### src/rtl/serial_add_ctrl_pkg.sv
// Shared state encoding and sizing helper for the bit-serial adder controller.
package serial_add_ctrl_pkg;

    typedef enum logic [1:0] {
        ST_IDLE = 2'd0,
        ST_RUN  = 2'd1,
        ST_DONE = 2'd2
    } state_e;

    function automatic int cnt_width(input int width);
        return (width > 1) ? $clog2(width) : 1;
    endfunction

endpackage

### src/rtl/full_adder.sv
// Single-bit full adder cell; the whole datapath of the bit-serial adder.
module full_adder (
    input  logic a,
    input  logic b,
    input  logic ci,
    output logic s,
    output logic co
);

    assign s  = a ^ b ^ ci;
    assign co = (a & b) | (ci & (a ^ b));

endmodule

### src/rtl/serial_add_ctrl.sv
// Bit-serial WIDTH-bit adder: one full_adder evaluation per clock, LSB first.
// Optional signed-overflow output enabled by defining SERIAL_ADD_OVF_EN.
module serial_add_ctrl
    import serial_add_ctrl_pkg::*;
#(
    parameter int WIDTH = 8
) (
    input  logic             clk,
    input  logic             rst,
    input  logic             start,
    input  logic [WIDTH-1:0] a,
    input  logic [WIDTH-1:0] b,
    input  logic             cin,
    output logic             busy,
    output logic             done,
    output logic [WIDTH-1:0] sum,
`ifdef SERIAL_ADD_OVF_EN
    output logic             ovf,
`endif
    output logic             cout
);

    localparam int            CW   = cnt_width(WIDTH);
    localparam logic [CW-1:0] LAST = CW'(WIDTH - 1);

    state_e           state_q, state_d;
    logic [WIDTH-1:0] a_sh_q, a_sh_d;
    logic [WIDTH-1:0] b_sh_q, b_sh_d;
    logic [WIDTH-1:0] s_sh_q, s_sh_d;
    logic [WIDTH-1:0] sum_q, sum_d;
    logic [WIDTH-1:0] s_nxt;
    logic [CW-1:0]    cnt_q, cnt_d;
    logic             carry_q, carry_d;
    logic             cout_q, cout_d;
    logic             busy_q, busy_d;
    logic             done_q, done_d;
    logic             fa_s, fa_co;
`ifdef SERIAL_ADD_OVF_EN
    logic             ovf_q, ovf_d;
`endif

    full_adder u_fa (
        .a  (a_sh_q[0]),
        .b  (b_sh_q[0]),
        .ci (carry_q),
        .s  (fa_s),
        .co (fa_co)
    );

    // New sum bit enters at the MSB; truncation also covers WIDTH == 1.
    assign s_nxt = WIDTH'({fa_s, s_sh_q} >> 1);

    always_comb begin
        state_d = state_q;
        a_sh_d  = a_sh_q;
        b_sh_d  = b_sh_q;
        s_sh_d  = s_sh_q;
        sum_d   = sum_q;
        cnt_d   = cnt_q;
        carry_d = carry_q;
        cout_d  = cout_q;
        busy_d  = busy_q;
        done_d  = 1'b0;
`ifdef SERIAL_ADD_OVF_EN
        ovf_d   = ovf_q;
`endif
        case (state_q)
            ST_IDLE: begin
                if (start) begin
                    a_sh_d  = a;
                    b_sh_d  = b;
                    carry_d = cin;
                    cnt_d   = '0;
                    busy_d  = 1'b1;
                    state_d = ST_RUN;
                end
            end
            ST_RUN: begin
                s_sh_d  = s_nxt;
                a_sh_d  = a_sh_q >> 1;
                b_sh_d  = b_sh_q >> 1;
                carry_d = fa_co;
                cnt_d   = cnt_q + CW'(1);
                if (cnt_q == LAST) begin
                    sum_d   = s_nxt;
                    cout_d  = fa_co;
`ifdef SERIAL_ADD_OVF_EN
                    // carry_q is the carry into the MSB on this last bit cycle.
                    ovf_d   = carry_q ^ fa_co;
`endif
                    busy_d  = 1'b0;
                    done_d  = 1'b1;
                    state_d = ST_DONE;
                end
            end
            ST_DONE: state_d = ST_IDLE;
            default: state_d = ST_IDLE;
        endcase
    end

    always_ff @(posedge clk) begin
        if (rst) begin
            state_q <= ST_IDLE;
            a_sh_q  <= '0;
            b_sh_q  <= '0;
            s_sh_q  <= '0;
            sum_q   <= '0;
            cnt_q   <= '0;
            carry_q <= 1'b0;
            cout_q  <= 1'b0;
            busy_q  <= 1'b0;
            done_q  <= 1'b0;
`ifdef SERIAL_ADD_OVF_EN
            ovf_q   <= 1'b0;
`endif
        end else begin
            state_q <= state_d;
            a_sh_q  <= a_sh_d;
            b_sh_q  <= b_sh_d;
            s_sh_q  <= s_sh_d;
            sum_q   <= sum_d;
            cnt_q   <= cnt_d;
            carry_q <= carry_d;
            cout_q  <= cout_d;
            busy_q  <= busy_d;
            done_q  <= done_d;
`ifdef SERIAL_ADD_OVF_EN
            ovf_q   <= ovf_d;
`endif
        end
    end

    assign busy = busy_q;
    assign done = done_q;
    assign sum  = sum_q;
    assign cout = cout_q;
`ifdef SERIAL_ADD_OVF_EN
    assign ovf  = ovf_q;
`endif

endmodule

### config.mk
export PLATFORM = sky130hd
export DESIGN_NAME = serial_add_ctrl
export DESIGN_NICKNAME = d
export VERILOG_FILES = /design/src/rtl/serial_add_ctrl_pkg.sv /design/src/rtl/full_adder.sv /design/src/rtl/serial_add_ctrl.sv
export SDC_FILE = /design/constraint.sdc
export NUM_CORES = 1
export LEC_CHECK = 0
export CORE_ASPECT_RATIO = 0.75
export CORE_MARGIN = 2
export CORE_UTILIZATION = 42
export DETAILED_ROUTE_END_ITERATION = 8
export GPL_ROUTABILITY_DRIVEN = 0
export MAX_ROUTING_LAYER = met4
export PLACE_DENSITY = 0.73
export SYNTH_ARGS = -nofsm -noshare
export SYNTH_HDL_FRONTEND = slang
export SYNTH_SLANG_ARGS = --single-unit
### constraint.sdc
create_clock -name clk -period 1.8 [get_ports clk]
set_input_delay 0.36 -clock clk [delete_from_list [all_inputs] [get_ports clk]]
set_output_delay 0.36 -clock clk [all_outputs]
set_load 0.005 [all_outputs]
==> flow_metrics.py, run 1 <==
metrics = {
    "cells_and_area": {
        "diodes": 0,
        "syn2layout_area_growth_pct": 24.4,
        "layout.area.seq_um2": 801,
        "nets": 230,
        "drive_gt1_share_pct": 14.0,
        "fillers": 365,
        "multi_input_area_um2": 684,
        "fin_cells": 259,
    },
    "critical_path": {
        "end_kind": "flip-flop",
        "cp_max_fo": 15,
        "crit_path_start_kind": "input port",
        "critPathKind": "in2reg",
        "cp.required_ns": 2.04,
        "crit_arrival_ns": 1.78,
    },
    "synth": {
        "synth_top_area_cell": "dfxtp_1",
        "syn-instance-count": 179,
        "synth_area_leaders": "dfxtp_1 (48%), o221a_2 (10%), a21oi_1 (9.4%)",
        "yosysWarnings": 0,
        "yosys.area.top_type_share_pct": 48.3,
        "syn_nets": 203,
        "synth_area_mm2": 0.00166,
        "synth_area_per_cell_um2": 9.27,
        "ys_seq_area_share_pct": 48.3,
        "ys_types": 25,
        "synth_seq_cells": 40,
    },
    "timing": {
        "finalHoldViolCount": 0,
        "fin_skew_ns": 0.0112,
        "clock.fmax_mhz": 649,
        "worst_pin_slew_ns": 0.599,
        "finalSetupViolCount": 0,
        "final_max_slew_viol_count": 0,
        "slew_headroom_pct": 60.0,
        "fin_crit_sh_pct": 85.6,
        "rsz0062_at_grt": "no",
        "final.min_clock_period_ns": 1.54,
    },
    "detailed_routing": {
        "dr.pass1.iters": 4,
        "ant_nets": 0,
        "viasPerCell": 5.09,
        "post-route-drc-count": 0,
        "vias": 1319,
        "drt_iter0_drc": 94,
        "wirelength_um": 3150,
        "routedWlPerCell_um": 12.2,
    },
    "floorplan": {
        "die_width_um": 76.6,
        "die_y_um": 58.4,
        "core_area_mm2": 0.00373,
        "die-area_mm2": 0.00447,
        "core.rowCount": 19,
        "ioPinCount": 31,
        "initial_core_util_pct": 44.5,
    },
    "pwr": {
        "ir_worst_vdd_mv": 0.415,
        "leakagePower_nw": 0.766,
        "power_w": 0.00177,
        "powerDensity_mw_per_mm2": 858,
    },
    "run": {
        "maxCapViolCount": 0,
    },
    "cts": {
        "clockBufferDepth": 2,
        "cts_hold_buf": 0,
        "cts_root_buffer": "clkbuf_8",
        "numCtsBuffers": 5,
        "clock_latency_ns": 0.29,
        "cts.clk_slew.worst_paths_ns": 0.08,
        "tritoncts": "yes",
        "cts_htree_levels": 2,
        "cts.sinks": 40,
        "post-cts-setup-buffers": 0,
        "cts_repair_resize_count": 0,
    },
    "hold_path": {
        "hp-class": "reg2reg",
    },
    "placement": {
        "place_inst": 251,
        "hpwl_um": 2110,
        "io_buffers": 30,
    },
    "global_routing": {
        "grt_max_degree": 41,
        "antenna_found_initial": 0,
        "overflow": 0,
        "grt_pass1_vias": 1116,
        "grt_pass1_wl_um": 5070,
        "gr-usage-all-layers_pct": 14.9,
    },
    "outcome": {
        "status": "complete, no violations",
    },
}
[worst paths after layout]
path,slack (ns),startpoint,cells past startpoint,endpoint
max,0.26,start,4,b_sh_q[2]
min,0.46,sum[4],2,sum[4]
max reg2reg,0.36,state_q[0],3,b_sh_q[2]
min reg2reg,0.46,sum[4],2,sum[4]
[Yosys cell counts (all sizes together)]
| master | count |
|---|---|
| ha | 3 |
| o221a | 15 |
| nor2b | 2 |
| clkbuf | 3 |
| nand3b | 1 |
| nor2 | 9 |
| nand2 | 23 |
| mux2i | 3 |
| o21bai | 2 |
| dfxtp | 40 |
| fa | 1 |
| nand2b | 1 |
| a21oi | 31 |
| nor3 | 3 |
| nand3 | 8 |
| a22oi | 4 |
| buf | 11 |
| nor3b | 1 |
| o21ai | 1 |
| inv | 17 |
[stage by stage]
step	setup TNS (ns)	area, um^2	utilization (%)	worst slack, ns	hold slack [ns]
CTS	0	2060	55.3	0.279	0.458
global route	0	2060	55.3	0.157	0.480
global placement	-0.00153	1970	52.8	-0.000800	0.444
floorplan	0	1660	-	0.440	0.437
finish	0	2060	55.3	0.259	0.456
detailed placement	-0.195	1970	52.8	-0.0171	0.447
[cells in the final DEF, fill, tap and decap left out]
cell and count:
dfxtp_1 40, a21oi_1 31, clkdlybuf4s50_1 30, nand2_1 23, inv_1 17, o221a_2 15, nor2_1 8, nand3_1 8
clkbuf_8 6, a22oi_1 4, nor3_1 3, mux2i_1 3, ha_1 3, o21bai_1 2, buf_4 2, buf_12 2
nor2_2 1, nor2b_4 1, nor2b_1 1, o21ai_0 1, nand2b_1 1, nand3b_2 1, nor3b_1 1, fa_1 1
clkinvlp_4 1, clkbuf_1 1
[report_power, final]
group / internal [W] / switching, W / leakage (nW)
clock: 0.000311 / 0.000302 / 0.0445
combinational: 0.000112 / 0.0000909 / 0.394
sequential: 0.000927 / 0.0000288 / 0.327
total: 0.00135 / 0.000421 / 0.766
[registers in the layout, indices dropped and copies added, names as in the netlist]
name,flops
done,1
busy,1
carry_q,1
b_sh_q,8
cout,1
cnt_q,3
a_sh_q,8
s_sh_q,7
state_q,2
sum,8
[area by class of cell]
class	count	area share (%)
clock buffer	7	4.18
clock inverter	1	0.364
inverter	17	3.09
multi-input combinational	108	33.2
sequential	40	38.8
tap	52	3.15
timing repair buffer	34	17.2
[kinds of logic (layout without fill, tap and decap cells)]
kind of cell	after synthesis	after routing	share of synthesized area, %
flops	40	40	48.3
buf+inv	31	59	10.5
mux	3	3	1.81
compound gates	53	53	22.5
simple gates	48	48	13.4
fa+ha+maj	4	4	3.47
[routing by layer]
layer,vias up,GRT usage [%],wire (um)
met5,-,-,0
met4,0,6.23,42
met3,5,3.83,152
met2,34,22.8,1350
met1,612,19.1,1610
li1,668,-,-
[worst max-delay path, cell delays in order]
cell and delay (ns):
clkdlybuf4s50_1 0.56, nor2_1 0.07, nor2_2 0.48, o221a_2 0.31
Note: power is estimated with default switching activity, not from simulation.
==> run 2, diff against run 1 <==
--- a/config.mk
+++ b/config.mk
@@ -5,13 +5,14 @@
 export SDC_FILE = /design/constraint.sdc
 export NUM_CORES = 1
 export LEC_CHECK = 0
+export ABC_CLOCK_PERIOD_IN_PS = 1800
 export CORE_ASPECT_RATIO = 0.75
 export CORE_MARGIN = 2
-export CORE_UTILIZATION = 42
+export CORE_UTILIZATION = 40
 export DETAILED_ROUTE_END_ITERATION = 8
 export GPL_ROUTABILITY_DRIVEN = 0
 export MAX_ROUTING_LAYER = met4
-export PLACE_DENSITY = 0.73
+export PLACE_DENSITY = 0.7
 export SYNTH_ARGS = -nofsm -noshare
 export SYNTH_HDL_FRONTEND = slang
 export SYNTH_SLANG_ARGS = --single-unit
==> run 2 against run 1 <==
Against the previous run: first-iteration DRC count is 39% lower; highest routed layer unchanged; via count is 1.1% lower; register-to-register slack hardly changed.
==> flow_metrics.py, run 2 (same netlist as run 1, synthesis figures left out) <==
metrics = {
    "timing": {
        "final_max_slew_viol_count": 0,
        "fin_skew_ns": 0.0102,
        "final.min_clock_period_ns": 1.52,
        "fin_crit_sh_pct": 84.7,
        "finalSetupViolCount": 0,
        "finalHoldViolCount": 0,
        "slew_headroom_pct": 60.4,
        "clock.fmax_mhz": 656,
        "rsz0062_at_grt": "no",
        "worst_pin_slew_ns": 0.593,
    },
    "global_routing": {
        "overflow": 0,
        "antenna_found_initial": 0,
        "grt_pass1_vias": 1179,
        "grt_pass1_wl_um": 5310,
        "gr-usage-all-layers_pct": 15.5,
        "grt_max_degree": 41,
    },
    "critical_path": {
        "cp_max_fo": 15,
        "critPathKind": "in2reg",
        "cp.required_ns": 2.04,
        "end_kind": "flip-flop",
        "crit_arrival_ns": 1.76,
        "crit_path_start_kind": "input port",
    },
    "floorplan": {
        "die_width_um": 78.4,
        "core.rowCount": 20,
        "die_y_um": 59.8,
        "core_area_mm2": 0.00403,
        "ioPinCount": 31,
        "die-area_mm2": 0.00468,
        "initial_core_util_pct": 41.2,
    },
    "cts": {
        "clockBufferDepth": 2,
        "cts_repair_resize_count": 0,
        "tritoncts": "yes",
        "cts.clk_slew.worst_paths_ns": 0.07,
        "cts_htree_levels": 2,
        "cts.sinks": 40,
        "cts_hold_buf": 0,
        "post-cts-setup-buffers": 0,
        "clock_latency_ns": 0.30,
        "numCtsBuffers": 5,
        "cts_root_buffer": "clkbuf_8",
    },
    "cells_and_area": {
        "layout.cells.most_common_list": "dfxtp_1 (40), a21oi_1 (31), clkdlybuf4s50_1 (30), nand2_1 (23), inv_1 (17)",
        "syn2layout_area_growth_pct": 23.8,
        "final_core_util_pct": 51.0,
        "final_common_cell": "dfxtp_1",
        "drive_gt1_share_pct": 14.1,
        "finish.instance_area_mm2": 0.00205,
        "diodes": 0,
        "nets": 230,
        "fillers": 375,
    },
    "hold_path": {
        "hp-class": "reg2reg",
    },
    "pwr": {
        "p_comb_share_pct": 11.8,
        "seqPwrFrac_pct": 55.7,
        "ir_worst_vdd_mv": 0.432,
        "p_sw_w": 0.000415,
        "leakagePower_nw": 0.761,
        "internal_power_w": 0.00130,
        "switching_share_pct": 24.2,
        "clkPwrFrac_pct": 32.4,
        "powerDensity_mw_per_mm2": 835,
    },
    "run": {
        "maxCapViolCount": 0,
    },
    "detailed_routing": {
        "ant_nets": 0,
        "wirelength_um": 3100,
        "viasPerCell": 5.00,
        "dr.pass1.iters": 4,
        "post-route-drc-count": 0,
        "vias": 1304,
        "drt_iter0_drc": 57,
        "routedWlPerCell_um": 11.9,
    },
    "placement": {
        "io_buffers": 30,
        "hpwl_um": 2120,
        "post_dp_cell_area_mm2": 0.00197,
    },
    "outcome": {
        "status": "complete, no violations",
    },
}
==> run 2: cell type report <==
class / count / area (um^2) / area share [%]
sequential: 40 / 801 / 39.0
multi-input combinational: 108 / 684 / 33.3
timing repair buffer: 34 / 355 / 17.3
clock buffer: 5 / 68.8 / 3.35
tap: 55 / 68.8 / 3.35
inverter: 17 / 63.8 / 3.11
clock inverter: 2 / 12.5 / 0.609
==> run 2: critical path, cell delays in order <==
cell and delay (ns):
clkdlybuf4s50_1 0.55, nor2_1 0.07, nor2_2 0.47, o221a_2 0.30
==> run 2: stage by stage <==
step | cells | setup TNS, ns | total power [W] | hold slack [ns] | setup WS, ns
2_1_floorplan | 179 | 0 | 0.00111 | 0.437 | 0.440
3_3_place_gp | 254 | -0.000711 | 0.00118 | 0.445 | -0.000306
4_1_cts | 261 | 0 | 0.00173 | 0.456 | 0.262
5_1_grt | 261 | 0 | 0.00179 | 0.477 | 0.187
6_report | 261 | 0 | 0.00172 | 0.453 | 0.275
3_5_place_dp | 254 | -0.636 | 0.00118 | 0.446 | -0.0525
==> run 2: final timing paths <==
check,startpoint,endpoint,slack (ns),cells after the start
worst max register to register,state_q[0],b_sh_q[3],0.36,3
worst min register to register,sum[5],sum[5],0.45,2
worst min-delay path,sum[5],sum[5],0.45,2
worst max-delay path,start,b_sh_q[3],0.28,4
==> run 2: power groups by stage <==
stage	logic, W	clock network [W]	registers (W)
after CTS	0.000205	0.000572	0.000956
after detailed placement	0.000205	0	0.000975
final	0.000203	0.000557	0.000956
after global routing	0.000227	0.000605	0.000962
after global placement	0.000200	0	0.000976
after floorplan	0.000143	0	0.000966
==> run 2: layer usage <==
layer  up-vias  share of wire (%)  global-route usage (%)
met5         -                  0                       -
met4         0                2.8                    9.77
met3         8                3.2                    4.08
met2        24                 44                    22.7
met1       604                 50                    19.2
li1        668                  -                       -
==> run 3, diff against run 2 <==
--- a/config.mk
+++ b/config.mk
@@ -5,7 +5,7 @@
 export SDC_FILE = /design/constraint.sdc
 export NUM_CORES = 1
 export LEC_CHECK = 0
-export ABC_CLOCK_PERIOD_IN_PS = 1800
+export ABC_CLOCK_PERIOD_IN_PS = 1550
 export CORE_ASPECT_RATIO = 0.75
 export CORE_MARGIN = 2
 export CORE_UTILIZATION = 40
==> constraint.sdc (replaced) <==
create_clock -name clk -period 1.55 [get_ports clk]
set_input_delay 0.31 -clock clk [delete_from_list [all_inputs] [get_ports clk]]
set_output_delay 0.31 -clock clk [all_outputs]
set_load 0.005 [all_outputs]
==> run 3 against run 2 <==
Against the previous run: non-clock buffer count rose by 4; register-to-register slack worse by 0.16 ns; wire length down 0.19%; die area stayed put; cell count increased by 1.9%.
==> flow_metrics.py, run 3 (same netlist as run 1, synthesis figures left out) <==
metrics = {
    "outcome": {
        "status": "complete, no violations",
    },
    "cells_and_area": {
        "syn2layout_area_growth_pct": 28.1,
        "final_common_cell": "dfxtp_1",
        "fin_cells": 266,
        "layout.cells.most_common_list": "dfxtp_1 (40), a21oi_1 (31), clkdlybuf4s50_1 (30), nand2_1 (23), inv_1 (17)",
        "nets": 234,
        "diodes": 0,
        "fillers": 380,
        "drive_gt1_share_pct": 16.1,
        "final_core_util_pct": 52.7,
    },
    "hold_path": {
        "hp-start": "sum[3]",
        "hp-class": "reg2reg",
    },
    "timing": {
        "final.min_clock_period_ns": 1.46,
        "finalHoldViolCount": 0,
        "slew_headroom_pct": 60.3,
        "whs_ns": 0.455,
        "fin_skew_ns": 0.0135,
        "final_max_slew_viol_count": 0,
        "fin_crit_sh_pct": 94.0,
        "worst_pin_slew_ns": 0.595,
        "clock.fmax_mhz": 686,
        "finalSetupViolCount": 0,
        "rsz0062_at_grt": "no",
    },
    "critical_path": {
        "rr_endpoint": "cout",
        "crit_slowest_cell": "clkdlybuf4s50_1",
        "worstRegToRegCells": 5,
        "cp_max_fo": 2,
        "crit_path_max_incr_delay_ns": 0.50,
        "crit_arrival_ns": 1.15,
        "cp.required_ns": 1.24,
        "crit_start": "cout",
        "path_buf_inv": 1,
        "end_kind": "primary output",
        "path_depth": 1,
        "crit_path_cell_trace": "clkdlybuf4s50_1",
        "reg2reg_slack_ns": 0.20,
        "crit_end": "cout",
        "crit_path_start_kind": "flip-flop",
        "critPathTopFamily": "buffers and inverters",
        "r2r-start": "cnt_q[0]",
        "critPathKind": "reg2out",
    },
    "global_routing": {
        "gr-usage-all-layers_pct": 15.0,
        "grt_pass1_wl_um": 5180,
        "overflow": 0,
        "grt_max_degree": 41,
        "antenna_found_initial": 0,
        "grt_pass1_vias": 1162,
    },
    "cts": {
        "tritoncts": "yes",
        "post-cts-setup-buffers": 0,
        "cts.sinks": 40,
        "cts_hold_buf": 0,
        "cts_htree_levels": 2,
        "clock_latency_ns": 0.30,
        "cts.clk_slew.worst_paths_ns": 0.08,
        "cts_repair_resize_count": 0,
        "numCtsBuffers": 5,
        "clockBufferDepth": 2,
        "cts_root_buffer": "clkbuf_8",
    },
    "detailed_routing": {
        "vias": 1311,
        "dr.pass1.iters": 4,
        "post-route-drc-count": 0,
        "wirelength_um": 3090,
        "viasPerCell": 4.93,
        "routedWlPerCell_um": 11.6,
        "drt_iter0_drc": 71,
        "ant_nets": 0,
    },
    "pwr": {
        "leakagePower_nw": 0.803,
        "ir_worst_vdd_mv": 0.630,
        "powerDensity_mw_per_mm2": 1060,
    },
    "floorplan": {
        "core_area_mm2": 0.00403,
        "die_y_um": 59.8,
        "core.rowCount": 20,
        "ioPinCount": 31,
        "initial_core_util_pct": 41.2,
        "die_width_um": 78.4,
        "die-area_mm2": 0.00468,
    },
    "placement": {
        "io_buffers": 30,
        "place_inst": 258,
        "hpwl_um": 2150,
    },
    "run": {
        "maxCapViolCount": 0,
    },
}
run 3: changes by cell type in the layout (fill, tap and decap cells not counted):
cell | before | now
bufinv_16 | 0 | 1
clkinv_4 | 0 | 1
clkinvlp_4 | 1 | 0
clkbuf_8 | 5 | 6
buf_4 | 2 | 6
clkinv_2 | 1 | 0
run 3: stage by stage:
| stage | TNS, ns | setup WS (ns) | area [um^2] | total power [W] |
|---|---|---|---|---|
| after floorplan | 0 | 0.190 | 1660 | 0.00129 |
| after global placement | -2.33 | -0.157 | 2000 | 0.00138 |
| after detailed placement | -2.11 | -0.149 | 2000 | 0.00138 |
| after CTS | 0 | 0.0686 | 2120 | 0.00227 |
| after global routing | 0 | 0.0340 | 2120 | 0.00234 |
| final | 0 | 0.0929 | 2120 | 0.00225 |
run 3: per-layer routing:
metal | part of all wire, % | up-vias | global-route usage [%]
met5 | 0 | - | -
met4 | 2.3 | 0 | 8.52
met3 | 4.1 | 8 | 4.38
met2 | 42 | 26 | 21.8
met1 | 51 | 601 | 18.7
li1 | - | 676 | -
run 3: worst reg2reg max path, delay by kind of cell (launching register included):
kind,cells,cell delay (ns)
adder cells (fa/ha/maj),2,0.43
flip-flops,1,0.33
multiplexers,1,0.22
AND/OR/NAND/NOR,2,0.26
run 3: how the worst min path moves through the flow:
stage	slack [ns]	cells after the start	to
2_1_floorplan	0.44	2	s_sh_q[1]
3_3_place_gp	0.44	2	sum[7]
3_5_place_dp	0.45	2	sum[3]
4_1_cts	0.46	2	sum[3]
5_1_grt	0.48	2	sum[7]
6_report	0.45	2	sum[3]
run 3: cell type report:
class | instances | area, um^2 | area share [%]
clock inverter | 2 | 38.8 | 1.83
multi-input combinational | 108 | 684 | 32.2
tap | 55 | 68.8 | 3.24
timing repair buffer | 38 | 385 | 18.1
inverter | 17 | 63.8 | 3.00
clock buffer | 6 | 82.6 | 3.89
sequential | 40 | 801 | 37.7
run 3: power breakdown:
group	switching [W]	internal [W]	leakage (nW)
clock	0.000366	0.000526	0.0614
sequential	0.0000315	0.00108	0.327
combinational	0.000109	0.000138	0.414
total	0.000507	0.00174	0.803
